**src/rtl/calc_op_sched.sv**
```systemverilog
// rtl/calc_op_sched.sv - command FIFO and issue scheduler for the calculator ALU/accumulator
//
// Buffers (op, operand) commands from the input logic and issues them one at
// a time to the ALU. Each command goes ISSUE -> WAIT (ALU_LAT cycles) ->
// COMMIT. A CLR_OP command skips WAIT and strobes acc_clr instead of acc_we.
//
// Optional feature macro: CALC_OP_SCHED_HALT_ZERO_EN (halt-on-zero).
//
// Ports:
//   clk, rst      clock (rising edge), asynchronous active-high reset
//   cmd_valid     producer offers a command
//   cmd_ready     FIFO can accept (not full, and not halted)
//   cmd_op        ALU op code or CLR_OP
//   cmd_operand   signed operand, forwarded to alu_op2
//   run           level enable for draining the queue
//   alu_op        registered op code to the ALU
//   alu_op2       registered operand to the ALU
//   acc_we        one-cycle accumulator load strobe
//   acc_clr       one-cycle accumulator clear strobe
//   alu_zero      ALU zero flag, sampled at commit (halt feature only)
//   busy          FSM is not in IDLE
//   count         FIFO occupancy
//   halted        halt-on-zero status (0 without the feature)

module calc_op_sched #(
    parameter int         DEPTH   = 8,
    parameter int         ALU_LAT = 1,
    parameter logic [3:0] CLR_OP  = 4'hF
) (
    input  logic                     clk,
    input  logic                     rst,
    input  logic                     cmd_valid,
    output logic                     cmd_ready,
    input  logic [3:0]               cmd_op,
    input  logic [15:0]              cmd_operand,
    input  logic                     run,
    output logic [3:0]               alu_op,
    output logic [15:0]              alu_op2,
    output logic                     acc_we,
    output logic                     acc_clr,
    input  logic                     alu_zero,
    output logic                     busy,
    output logic [$clog2(DEPTH):0]   count,
    output logic                     halted
);

    localparam int AW = $clog2(DEPTH);
    localparam int CW = AW + 1;
    // Wait-counter preload; the WAIT state lasts exactly ALU_LAT cycles.
    localparam logic [3:0] LAT_M1 = (ALU_LAT == 0) ? 4'd0 : 4'(ALU_LAT - 1);

    typedef enum logic [1:0] {
        IDLE   = 2'd0,
        ISSUE  = 2'd1,
        WAIT   = 2'd2,
        COMMIT = 2'd3
    } state_t;

    state_t          state, state_d;
    logic [19:0]     mem [DEPTH];
    logic [AW-1:0]   wr_ptr, rd_ptr;
    logic [3:0]      wait_cnt, wait_d;
    logic            clr_flag, clr_d;
    logic [3:0]      alu_op_d;
    logic [15:0]     alu_op2_d;
    logic            acc_we_d, acc_clr_d, busy_d;
    logic            full, push, pop;
    logic [3:0]      head_op, next_op;
    logic [15:0]     head_operand, next_operand;
    logic            can_start;

    assign full         = (count == CW'(DEPTH));
    assign push         = cmd_valid && cmd_ready;
    assign pop          = (state == COMMIT);
    assign head_op      = mem[rd_ptr][19:16];
    assign head_operand = mem[rd_ptr][15:0];
    // Entry behind the head: becomes the head once COMMIT pops.
    assign next_op      = mem[rd_ptr + AW'(1)][19:16];
    assign next_operand = mem[rd_ptr + AW'(1)][15:0];

`ifdef CALC_OP_SCHED_HALT_ZERO_EN
    logic halted_q, halted_d, flush;
    assign halted    = halted_q;
    assign cmd_ready = !full && !halted_q;
    assign can_start = run && (count != '0) && !halted_q;
`else
    logic unused_alu_zero;
    assign unused_alu_zero = alu_zero;
    assign halted    = 1'b0;
    assign cmd_ready = !full;
    assign can_start = run && (count != '0);
`endif

    // Storage array carries no reset; only pointers and count define validity.
    always_ff @(posedge clk) begin
        if (push) begin
            mem[wr_ptr] <= {cmd_op, cmd_operand};
        end
    end

    always_comb begin
        state_d   = state;
        wait_d    = wait_cnt;
        clr_d     = clr_flag;
        alu_op_d  = alu_op;
        alu_op2_d = alu_op2;
`ifdef CALC_OP_SCHED_HALT_ZERO_EN
        halted_d  = halted_q;
        flush     = 1'b0;
`endif
        case (state)
            IDLE: begin
                if (can_start) begin
                    // A clear command leaves the ALU inputs untouched.
                    if (head_op != CLR_OP) begin
                        alu_op_d  = head_op;
                        alu_op2_d = head_operand;
                    end
                    state_d = ISSUE;
                end
            end
            ISSUE: begin
                if (head_op == CLR_OP) begin
                    clr_d   = 1'b1;
                    state_d = COMMIT;
                end else begin
                    clr_d = 1'b0;
                    if (ALU_LAT == 0) begin
                        state_d = COMMIT;
                    end else begin
                        wait_d  = LAT_M1;
                        state_d = WAIT;
                    end
                end
            end
            WAIT: begin
                if (wait_cnt == 4'd0) begin
                    state_d = COMMIT;
                end else begin
                    wait_d = wait_cnt - 4'd1;
                end
            end
            COMMIT: begin
`ifdef CALC_OP_SCHED_HALT_ZERO_EN
                if (acc_we && alu_zero) begin
                    flush    = 1'b1;
                    halted_d = 1'b1;
                    state_d  = IDLE;
                end else
`endif
                if (run && (count != CW'(1))) begin
                    if (next_op != CLR_OP) begin
                        alu_op_d  = next_op;
                        alu_op2_d = next_operand;
                    end
                    state_d = ISSUE;
                end else begin
                    state_d = IDLE;
                end
            end
            default: state_d = IDLE;
        endcase

        // Strobes and busy are registered from the next state (Moore outputs).
        acc_we_d  = (state_d == COMMIT) && !clr_d;
        acc_clr_d = (state_d == COMMIT) && clr_d;
        busy_d    = (state_d != IDLE);
    end

    always_ff @(posedge clk or posedge rst) begin
        if (rst) begin
            state    <= IDLE;
            wait_cnt <= 4'd0;
            clr_flag <= 1'b0;
            alu_op   <= 4'd0;
            alu_op2  <= 16'd0;
            acc_we   <= 1'b0;
            acc_clr  <= 1'b0;
            busy     <= 1'b0;
            wr_ptr   <= '0;
            rd_ptr   <= '0;
            count    <= '0;
`ifdef CALC_OP_SCHED_HALT_ZERO_EN
            halted_q <= 1'b0;
`endif
        end else begin
            state    <= state_d;
            wait_cnt <= wait_d;
            clr_flag <= clr_d;
            alu_op   <= alu_op_d;
            alu_op2  <= alu_op2_d;
            acc_we   <= acc_we_d;
            acc_clr  <= acc_clr_d;
            busy     <= busy_d;
`ifdef CALC_OP_SCHED_HALT_ZERO_EN
            halted_q <= halted_d;
            if (flush) begin
                // Discard everything, including a push on this same edge.
                rd_ptr <= wr_ptr;
                count  <= '0;
            end else
`endif
            begin
                if (push) begin
                    wr_ptr <= wr_ptr + AW'(1);
                end
                if (pop) begin
                    rd_ptr <= rd_ptr + AW'(1);
                end
                case ({push, pop})
                    2'b10:   count <= count + CW'(1);
                    2'b01:   count <= count - CW'(1);
                    default: count <= count;
                endcase
            end
        end
    end

endmodule
```
**config.mk**
```make
export PLATFORM = sky130hd
export DESIGN_NAME = calc_op_sched
export DESIGN_NICKNAME = d
export VERILOG_FILES = /design/src/rtl/calc_op_sched.sv
export SDC_FILE = /design/constraint.sdc
export NUM_CORES = 1
export LEC_CHECK = 0
export ABC_AREA = 1
export CORE_UTILIZATION = 31
export CTS_BUF_LIST = sky130_fd_sc_hd__clkbuf_4
export CTS_CLUSTER_SIZE = 25
export DETAILED_ROUTE_END_ITERATION = 10
export PLACE_DENSITY = 0.59
export SLEW_MARGIN = 20
export SYNTH_ARGS = -nofsm -noshare
export SYNTH_HDL_FRONTEND = slang
export SYNTH_SLANG_ARGS = --single-unit
```
**constraint.sdc**
```tcl
create_clock -name clk -period 6.9 [get_ports clk]
set_input_delay 1.38 -clock clk [delete_from_list [all_inputs] [get_ports clk]]
set_output_delay 1.38 -clock clk [all_outputs]
set_load 0.05 [all_outputs]
```
* Word-level counts from Yosys, hierarchy flattened
Memories as Yosys holds them, arrays and structs flattened. Cells that the tools add are included.
Storage, ports and cells: flip-flop bits (word level) 40, bits in writable memories 160, input bits 25, output and inout port bits 29, logic and storage cells 73, memories kept 1
Operators by class: $add $sub $neg 5, eq/ne operators 17, muxes and demuxes 23, reduce and logical (&&, ||, !) cells 16
Memory list:
- mem | depth 8, bits a word 20, read ports 2, clocked after memory_dff 0, wr ports 1, line 60 | logic [19:0] mem [DEPTH];
Operator list (count):
- $mux W16 | 4
- $pmux W16 S2 | 1
- $mux W4 | 6
- $pmux W4 S2 | 3
- $eq A2 B2 Y1 const B | 4
- $eq A4 B4 Y1 const B | 2
- $ne A2 B2 Y1 const B | 4
- $ne A4 B4 Y1 const B | 2
- $pmux W2 S4 | 1
- $reduce_bool A2 Y1 | 4
- $sub A4 B1 Y4 const B | 2
- $add A3 B1 Y3 const B | 2
- $mux W1 | 6
- $logic_and A1 B1 Y1 | 5
- $reduce_and A5 Y1 | 1
- $add A4 B1 Y4 const B | 1
- $eq A2 B1 Y1 const B | 2
- $logic_not A4 Y1 | 1
- $mux W2 | 2
- $ne A2 B1 Y1 const B | 2
- $ne A4 B1 Y1 const B | 1
- $reduce_bool A4 Y1 | 1
- $reduce_and A3 Y1 | 1
- $logic_not A1 Y1 | 2
- $logic_not A2 Y1 | 1

* Logic depth before layout (Yosys ltp)
Gate-level depths: netlist of run 1.
word-level depth 6, mapped depth 14, gate-level depth less buffers 12

* Worst setup path after synthesis of run 1
Ideal clock, no wire load.
path type flip-flop to flip-flop, from reg count[0], to mem mem[0][0], enable pin, library setup time 0.397 ns, arrival 2.851 ns, data required time 6.503 ns, path slack 3.653 ns, cell stages (with the launch flop) 7, buffers on the path 0, clock period less this slack 3.247 ns, cells stage by stage dfrtp_1 inv_1 ha_1 nand3_1 nand2_1 or2_2 nor2_1
Between the ends: word-level cells in the longest chain between the ends 5
RTL lines:
- start, declared | line 43 | output logic [$clog2(DEPTH):0] count,
- start signal, assigned | line 211 | 2'b10: count <= count + CW'(1);
- start signal, assigned | line 212 | 2'b01: count <= count - CW'(1);
- start signal, assigned | line 213 | default: count <= count;
- $eq A4 B4 Y1 | line 72 | assign full = (count == CW'(DEPTH));
- $logic_not A1 Y1 | line 90 | assign cmd_ready = !full;
- net cmd_ready | line 33 | output logic cmd_ready,
- $logic_and A1 B1 Y1 | line 73 | assign push = cmd_valid && cmd_ready;
- $mux W1 | line 96 | if (push) begin
- $mux W1 (not written as such) | line 97 | mem[wr_ptr] <= {cmd_op, cmd_operand};
- end, declared | line 60
The timed path passes the listed nets, and every way through them passes these cells.

* Worst setup path after layout of run 1
from reg rd_ptr[1], to reg alu_op2[1]
Between the ends: word-level cells in the longest chain between the ends 5, elaborated cells between the ends (all ways) 12, those cells by class add/sub (1); eq/ne (4); mux (5); reduce/logical (1); memory (1)
RTL lines:
- start, declared | line 61 | logic [AW-1:0] wr_ptr, rd_ptr;
- start signal, assigned | line 208 | rd_ptr <= rd_ptr + AW'(1);
- $add A3 B1 Y3 | line 78, 79
- $mem_v2 Z8 W20 *
- $ne A4 B4 Y1 / $mux W16 (equally long branches) | line 152 | if (next_op != CLR_OP) begin
- $ne A2 B1 Y1 (no line) / $mux W16 (equally long branches)
- $reduce_and A5 Y1 (no line) / $pmux W16 S2 (equally long branches)
- end signal, assigned | line 191 | alu_op2 <= alu_op2_d;
- end, declared | line 38 | output logic [15:0] alu_op2,
Every way passes the cells marked *; elsewhere a longest branch is shown, timed or not. The select of a mux whose other input is x is not followed. A chain may end at the register's enable or synchronous reset.

==> results of run 1 <==
[worst min-delay path by stage]
stage | start | end | slack (ns) | cells past startpoint
finish | alu_op2[9]$_DFFE_PP0P_ | alu_op2[9]$_DFFE_PP0P_ | 0.49 | 2
detailed placement | alu_op2[13]$_DFFE_PP0P_ | alu_op2[13]$_DFFE_PP0P_ | 0.46 | 2
global route | alu_op2[13]$_DFFE_PP0P_ | alu_op2[13]$_DFFE_PP0P_ | 0.51 | 2
floorplan | wait_cnt[1]$_DFFE_PP0P_ | wait_cnt[1]$_DFFE_PP0P_ | 0.48 | 2
CTS | alu_op2[13]$_DFFE_PP0P_ | alu_op2[13]$_DFFE_PP0P_ | 0.50 | 2
global placement | alu_op2[13]$_DFFE_PP0P_ | alu_op2[13]$_DFFE_PP0P_ | 0.46 | 2
[cells by family (layout without fill, tap and decap cells)]
logic type,Yosys count,count (layout),synth area share (%)
flops,200,200,59.5
other cells,1,2,0.0385
xor+xnor,9,9,1.00
buf+inv,154,180,6.62
fa+ha+maj,13,13,1.67
compound gates,283,283,14.7
simple gates,388,388,16.5
[worst max-delay path, cell delays in order, from the launching register on]
cell and delay [ns]:
dfrtp_2 0.87, buf_4 0.49, inv_1 0.37, nand3_1 0.19, nand3_1 0.09, nand2_1 0.14
nor2_1 0.09, nand2_1 0.06, nand2_1 0.04, nand2_1 0.61, nand2_1 0.76, nand2_1 0.24
nand2_1 0.06
[sequential cells by signal, indices dropped and copies added (netlist names), 2 cells and up]
signal,flops
alu_op2,16
wait_cnt,4
count,4
state,2
alu_op,4
mem,160
rd_ptr,3
wr_ptr,3
[power groups by stage]
stage | Clock [mW] | Sequential (mW) | Combinational (mW)
final | 0.615 | 1.77 | 2.77
after global routing | 0.682 | 1.80 | 3.13
after CTS | 0.632 | 1.77 | 2.78
after detailed placement | 0 | 1.79 | 2.77
after global placement | 0 | 1.79 | 2.72
after floorplan | 0 | 1.94 | 1.84
[layer usage]
metal | track usage (%) | routed length (um) | up-vias
met5 | 0 | 12 | -
met4 | 3.71 | 306 | 2
met3 | 3.52 | 1540 | 27
met2 | 25.7 | 11100 | 212
met1 | 19.4 | 10500 | 3413
li1 | - | - | 3595
[cell type report]
| cell class | instances | share of cell area, % |
|---|---|---|
| Antenna cell | 1 | 0.0230 |
| Timing Repair Buffer | 58 | 5.18 |
| Multi-Input combinational cell | 694 | 31.0 |
| Tap cell | 396 | 4.56 |
| Clock inverter | 15 | 1.43 |
| Inverter | 90 | 3.13 |
| Sequential cell | 200 | 53.5 |
| Clock buffer | 17 | 1.17 |
[metrics by stage]
step                cell area [um2]  power (mW)  util [%]
floorplan                      9750        3.79         -
global placement              10600        4.51      34.4
detailed placement            10600        4.57      34.4
CTS                           10900        5.18      35.3
global route                  10900        5.61      35.3
finish                        10900        5.15      35.3
[cell usage in the layout (no fill, tap or decap), types with 4 or more instances in the layout]
master	count
a21oi_1	68
buf_4	7
clkbuf_4	17
clkdlybuf4s50_1	51
dfrtp_1	38
edfxtp_1	160
ha_1	12
inv_1	86
inv_6	4
inv_8	5
nand2_1	220
nand3_1	60
nand4_1	16
nor2_1	73
nor2_2	4
nor2_4	8
o21ai_0	187
o21ai_1	22
xor2_1	5
==> results.md, run 1 <==
- Slew HR: between 20% and 30%
- Fin. Hold Viols: 0
- H-tree Lvls: 4
- Fin crit period: between 4 and 5 ns
- Worst path required time: ~7.4 ns
- Flop pwr share: between 30% and 40%
- Non-Filler Instances: approximately 1500
- Setup_tns: 0 ns
- Synth Instances: between 1000 and 1500
- Cts bufs inserted: 17
- Post-synth top area cell: edfxtp_1
- Mapped Area: about 10000 um2
- CTS Sinks: 200
- Reg-to-reg critical path startpoint: rd_ptr[1]$_DFFE_PP0P_
- Fillers: between 3000 and 4000
- Switching pwr: between 2 and 3 mW
- WL/cell: around 16 um
- Slew Viols, Final: 0
- Placed cells: about 1400
- PortBufs: between 50 and 60
- Row cnt: 64
- Achievable Freq: ~240 MHz
- PostCTS Resize Cnt: 0
- Layout cells sized above 1: 5.68%
- FF-to-FF setup slack: between 2 and 3 ns
- Root Driver: clkbuf_4
- Overall routing resource usage: 15.2%
- Share of the synthesized area in the top cell type: around 49%
- # DRC: 2
- DR vias/cell: 4.93
- Syn_nets: ~1100
- Sequential share of the synthesized area: approximately three fifths
- Hold slack: slightly below 0.5 ns
- Worst reg2reg path depth: 12
- Setup ws final: roughly 2.8 ns
- Crit path arrival time: roughly 4.6 ns
- Worst setup EP type: register
- Final setup fails: 0
- Clk pwr share: a little under an eighth
- Failing checks: DRC
- Worst VDD drop: 291 uV
- Post-synth top cells: nand2_1, o21ai_0, edfxtp_1
- Maximum root-to-sink buffer count: 2
- Ys async rst share: 20.0%
- Area occupied by multi-input gates: 3370 um2
- Switching Share: ~50%
- CP Launch Point: rd_ptr[1]$_DFFE_PP0P_
- Slew @ Worst Pin: between 1 and 1.5 ns
- #FFs+latches synth: 200
- Largest net degree at the start of global routing: ~120
- Int Pwr: between 2 and 3 mW
- Crit path max fanout: 37
- Vias in the first global route: just under 7000
- Clock latency on the worst-skew pair: slightly below 0.6 ns
- FF-to-FF End: alu_op2[1]$_DFFE_PP0P_
- Reg area: between 5000 and 6000 um2
- Final ANT Viol Nets: 0
- Number of synthesized flops with an enable pin: 160
- Clock-pin slew on the worst setup and hold paths: roughly 0.16 ns
- WS Path Type: register to register
- Area delta synth->final: 11.4%
- Crit start category: register
- Yosys cell types: 30
- 1st-pass router iterations: 11
- Routed Wire Length: about 23 mm
- Status: finished with violations
- DP Wirelength: around 14 mm
- Height of the chip: 179 um
- Die X: between 150 and 200 um
- Postcts setup bufs: 0
- Antenna violations before repair: 2
- Synth area leaders: edfxtp_1, dfrtp_1, o21ai_0, nand2_1, a21oi_1
- Combinational power share: 53.8%
- Final net count: between 1000 and 1500
- Max Cap Viol: 0
- Syn Area/Cell: a little over 9 um2
- Synth Warn #: 0
- Initial Util: a little under a third
- Crit share post-route: between 50% and 60%
- Die area: ~32000 um2
- Core Box Area: 30700 um2
- Hold Crit Class: register to register
- Iter 0 DRT Violations: just over 600
- RePlAce Congestion: ~0.8
- Top_reg_cell synth: edfxtp_1
- Total I/O pin count: 54
- CTS tree: done
- GRT overflow: 0
- Pwr dens: 475 nW/um2
- Worst Clk Skew: 0.0236 ns
- Worst setup endpoint: alu_op2[1]$_DFFE_PP0P_
- First-pass GRT wire length: around 37 mm
- # hold bufs at CTS: 0
- Worst slack, placed: 2.80 ns
- Most instantiated library cell after synthesis: nand2_1
- Leak: just over 4 nW
- Vias: between 7000 and 8000
- RSZ-0062 raised after global routing: no
(Power assumes the default switching activity.)
==> run 2: changes to the inputs <==
==> constraint.sdc (replaced) <==
create_clock -name clk -period 3.8 [get_ports clk]
set_input_delay 0.76 -clock clk [delete_from_list [all_inputs] [get_ports clk]]
set_output_delay 0.76 -clock clk [all_outputs]
set_load 0.05 [all_outputs]
==> run 2 against run 1 <==
Compared with the run above: the run still ends with DRC left; critical endpoint is now alu_op2[8]$_DFFE_PP0P_; final cell count up 0.95%; cell area increased by 0.97%; largest cell class unchanged; global-route usage increased by 0.44 points.
==> results.md, run 2 (same netlist as run 1, synthesis figures left out) <==
- Worst VDD drop: 345 uV (+19%)
- PortBufs: 51 (unchanged)
- Worst reg2reg path depth: 13 (+1)
- CTS tree: done
- Commonest cells after routing, fill and taps aside: nand2_1, o21ai_0, edfxtp_1
- 1st-pass router iterations: 9 (-2)
- Crit path arrival time: 3.84 ns (-0.77 ns)
- Commonest non-fill, non-tap cell in the layout: nand2_1
- Layout cells sized above 1: 6.71% (+1.0 points)
- Core Box Area: 30700 um2 (unchanged)
- Fillers: 3079 (-0.87%)
- Failing checks: DRC
- Largest net degree at the start of global routing: 114 (-6.6%)
- Reg-to-reg critical path startpoint: rd_ptr[0]$_DFFE_PP0P_
- RSZ-0062 raised after global routing: no
- Clock latency on the worst-skew pair: 0.58 ns (about the same)
- Total I/O pin count: 54 (unchanged)
- Vias in the first global route: 7158 (+6.3%)
- Worst path required time: 4.27 ns (-3.12 ns)
- Power consumption: 9.61 mW (+86%)
- Critical path cell sequence: ha_2 -> inv_1 -> o21ai_0 -> o21ai_1 -> nand2_1 -> nand2_1 -> nand2_1 -> nor2_1 -> nor2_2 -> nand2_1 -> buf_4 -> nand2_1 -> nand2_1
- Crit share post-route: 88.6% (+29 points)
- Initial Util: 31.7% (unchanged)
- Fin crit period: 3.37 ns (-0.760 ns)
- PostCTS Resize Cnt: 0 (unchanged)
- Max reg flops: 160 (unchanged)
- Worst setup EP type: register
- RePlAce Congestion: 0.869 (+8.7%)
- Final net count: 1113 (+1.3%)
- Crit start category: register
- FF-to-FF setup slack: 0.43 ns (-2.34 ns)
- Clock-pin slew on the worst setup and hold paths: 0.16 ns (about the same)
- FF-to-FF End: alu_op2[8]$_DFFE_PP0P_
- Row cnt: 64 (unchanged)
- CP top delay family: simple AND/OR/NAND/NOR gates
- Final ANT Viol Nets: 0 (unchanged)
- Final setup fails: 0 (unchanged)
- Fin. Hold Viols: 0 (unchanged)
- Die X: 179 um (unchanged)
- Worst Clk Skew: 0.0246 ns (+0.00100 ns)
- Antenna violations before repair: 2 (unchanged)
- Vias: 7412 (+2.2%)
- Overall routing resource usage: 15.6% (+0.44 points)
- DP Wirelength: 14.4 mm (+5.1%)
- GRT overflow: 0 (unchanged)
- Hold_sp: alu_op2[1]$_DFFE_PP0P_
- Slew Viols, Final: 0 (unchanged)
- Achievable Freq: 297 MHz (+23%)
- Crit path max fanout: 21 (-43%)
- Postcts setup bufs: 0 (unchanged)
- Routed Wire Length: 24.1 mm (+2.5%)
- Maximum root-to-sink buffer count: 2 (unchanged)
- Cts bufs inserted: 17 (unchanged)
- Most flop-heavy register: mem
- Hold Crit Class: register to register
- Iter 0 DRT Violations: 608 (+0.50%)
- Area delta synth->final: 12.5%
- WL/cell: 16.2 um (+1.6%)
- Slowest stage delay, CP: 0.66 ns (-0.21 ns)
- # hold bufs at CTS: 0 (unchanged)
- Slew @ Worst Pin: 0.991 ns (-0.133 ns)
- Top Registers: mem (160), alu_op2 (16)
- CP max stage cell: nor2_2
- WHS Path Cells: 2 (unchanged)
- Die area: 32200 um2 (unchanged)
- Setup_tns: 0 ns (unchanged)
- Cell mode on critical path: nand2_1
- Status: finished with violations
- DR vias/cell: 4.99 (+1.3%)
- Root Driver: clkbuf_4
- Max Cap Viol: 0 (unchanged)
- # DRC: 10 (+8)
- CP Buf/Inv Count: 2 (unchanged)
- H-tree Lvls: 4 (unchanged)
- WS Path Type: register to register
- Slew HR: 34.0% (+9.0 points)
- CTS Sinks: 200 (unchanged)
- Pwr dens: 876 nW/um2 (+85%)
- Hold Crit Endpoint: alu_op2[1]$_DFFE_PP0P_
- Leak: 4.20 nW (+2.1%)
- Height of the chip: 179 um (unchanged)
- First-pass GRT wire length: 38.0 mm (+3.6%)
-- run 2: per-stage QoR --
step	instance area, um2	worst slack (ns)	util, %	hold WS (ns)	std cells
floorplan	9750	0.553	-	0.475	1048
global placement	10600	0.413	34.6	0.458	1452
detailed placement	10600	0.349	34.6	0.461	1452
CTS	11000	0.433	35.7	0.495	1484
global route	11000	0.0759	35.7	0.526	1485
finish	11000	0.431	35.7	0.491	1485
-- run 2: metal layers --
layer  global-route usage (%)  part of all wire (%)  up-vias
met5                        0                 0.054        -
met4                     5.29                   1.9        2
met2                     26.7                    48      214
met3                     3.21                   6.0       38
li1                         -                     -     3620
met1                     19.5                    44     3538
-- run 2: worst max-delay path by stage --
stage                     startpoint                       to  slack, ns  depth (start not counted)
2_1_floorplan   count[0]$_DFFE_PP0P_      mem[0][0]$_DFFE_PP_       0.55                          6
3_3_place_gp                     run  alu_op2[11]$_DFFE_PP0P_       0.41                          8
3_5_place_dp                     run   alu_op2[2]$_DFFE_PP0P_       0.35                          8
4_1_cts        rd_ptr[0]$_DFFE_PP0P_   alu_op2[8]$_DFFE_PP0P_       0.43                         13
5_1_grt        rd_ptr[0]$_DFFE_PP0P_  alu_op2[12]$_DFFE_PP0P_       0.08                         13
6_report       rd_ptr[0]$_DFFE_PP0P_   alu_op2[8]$_DFFE_PP0P_       0.43                         13
-- run 2: area by class of cell --
cell class                      count  area [um2]  area share [%]
Timing Repair Buffer               72         668            6.09
Inverter                           90         340            3.10
Tap cell                          396         495            4.52
Clock buffer                       17         128            1.16
Antenna cell                        1        2.50          0.0228
Multi-Input combinational cell    694        3320            30.3
Sequential cell                   200        5810            53.0
Clock inverter                     15         200            1.83
-- run 2: worst reg2reg max path, stage by stage, from the launching register on --
cell and delay [ns]:
dfrtp_4 0.61, ha_2 0.45, inv_1 0.19, o21ai_0 0.12
o21ai_1 0.12, nand2_1 0.08, nand2_1 0.07, nand2_1 0.07
nor2_1 0.04, nor2_2 0.66, nand2_1 0.44, buf_4 0.31
nand2_1 0.07, nand2_1 0.05
-- run 2: report_power, final --
| part | switching, mW | internal (mW) |
|---|---|---|
| sequential | 0.259 | 2.85 |
| clock | 0.733 | 0.526 |
| combinational | 3.65 | 1.59 |
| total | 4.64 | 4.97 |
==> run 3: changes to the inputs <==
--- a/config.mk
+++ b/config.mk
@@ -10,6 +10,7 @@
 export CTS_BUF_LIST = sky130_fd_sc_hd__clkbuf_4
 export CTS_CLUSTER_SIZE = 25
 export DETAILED_ROUTE_END_ITERATION = 10
+export HOLD_SLACK_MARGIN = 0.06
 export PLACE_DENSITY = 0.59
 export SLEW_MARGIN = 20
 export SYNTH_ARGS = -nofsm -noshare
==> results of run 3 <==
The final DEF is identical to that of run 2; final timing and power are the same.
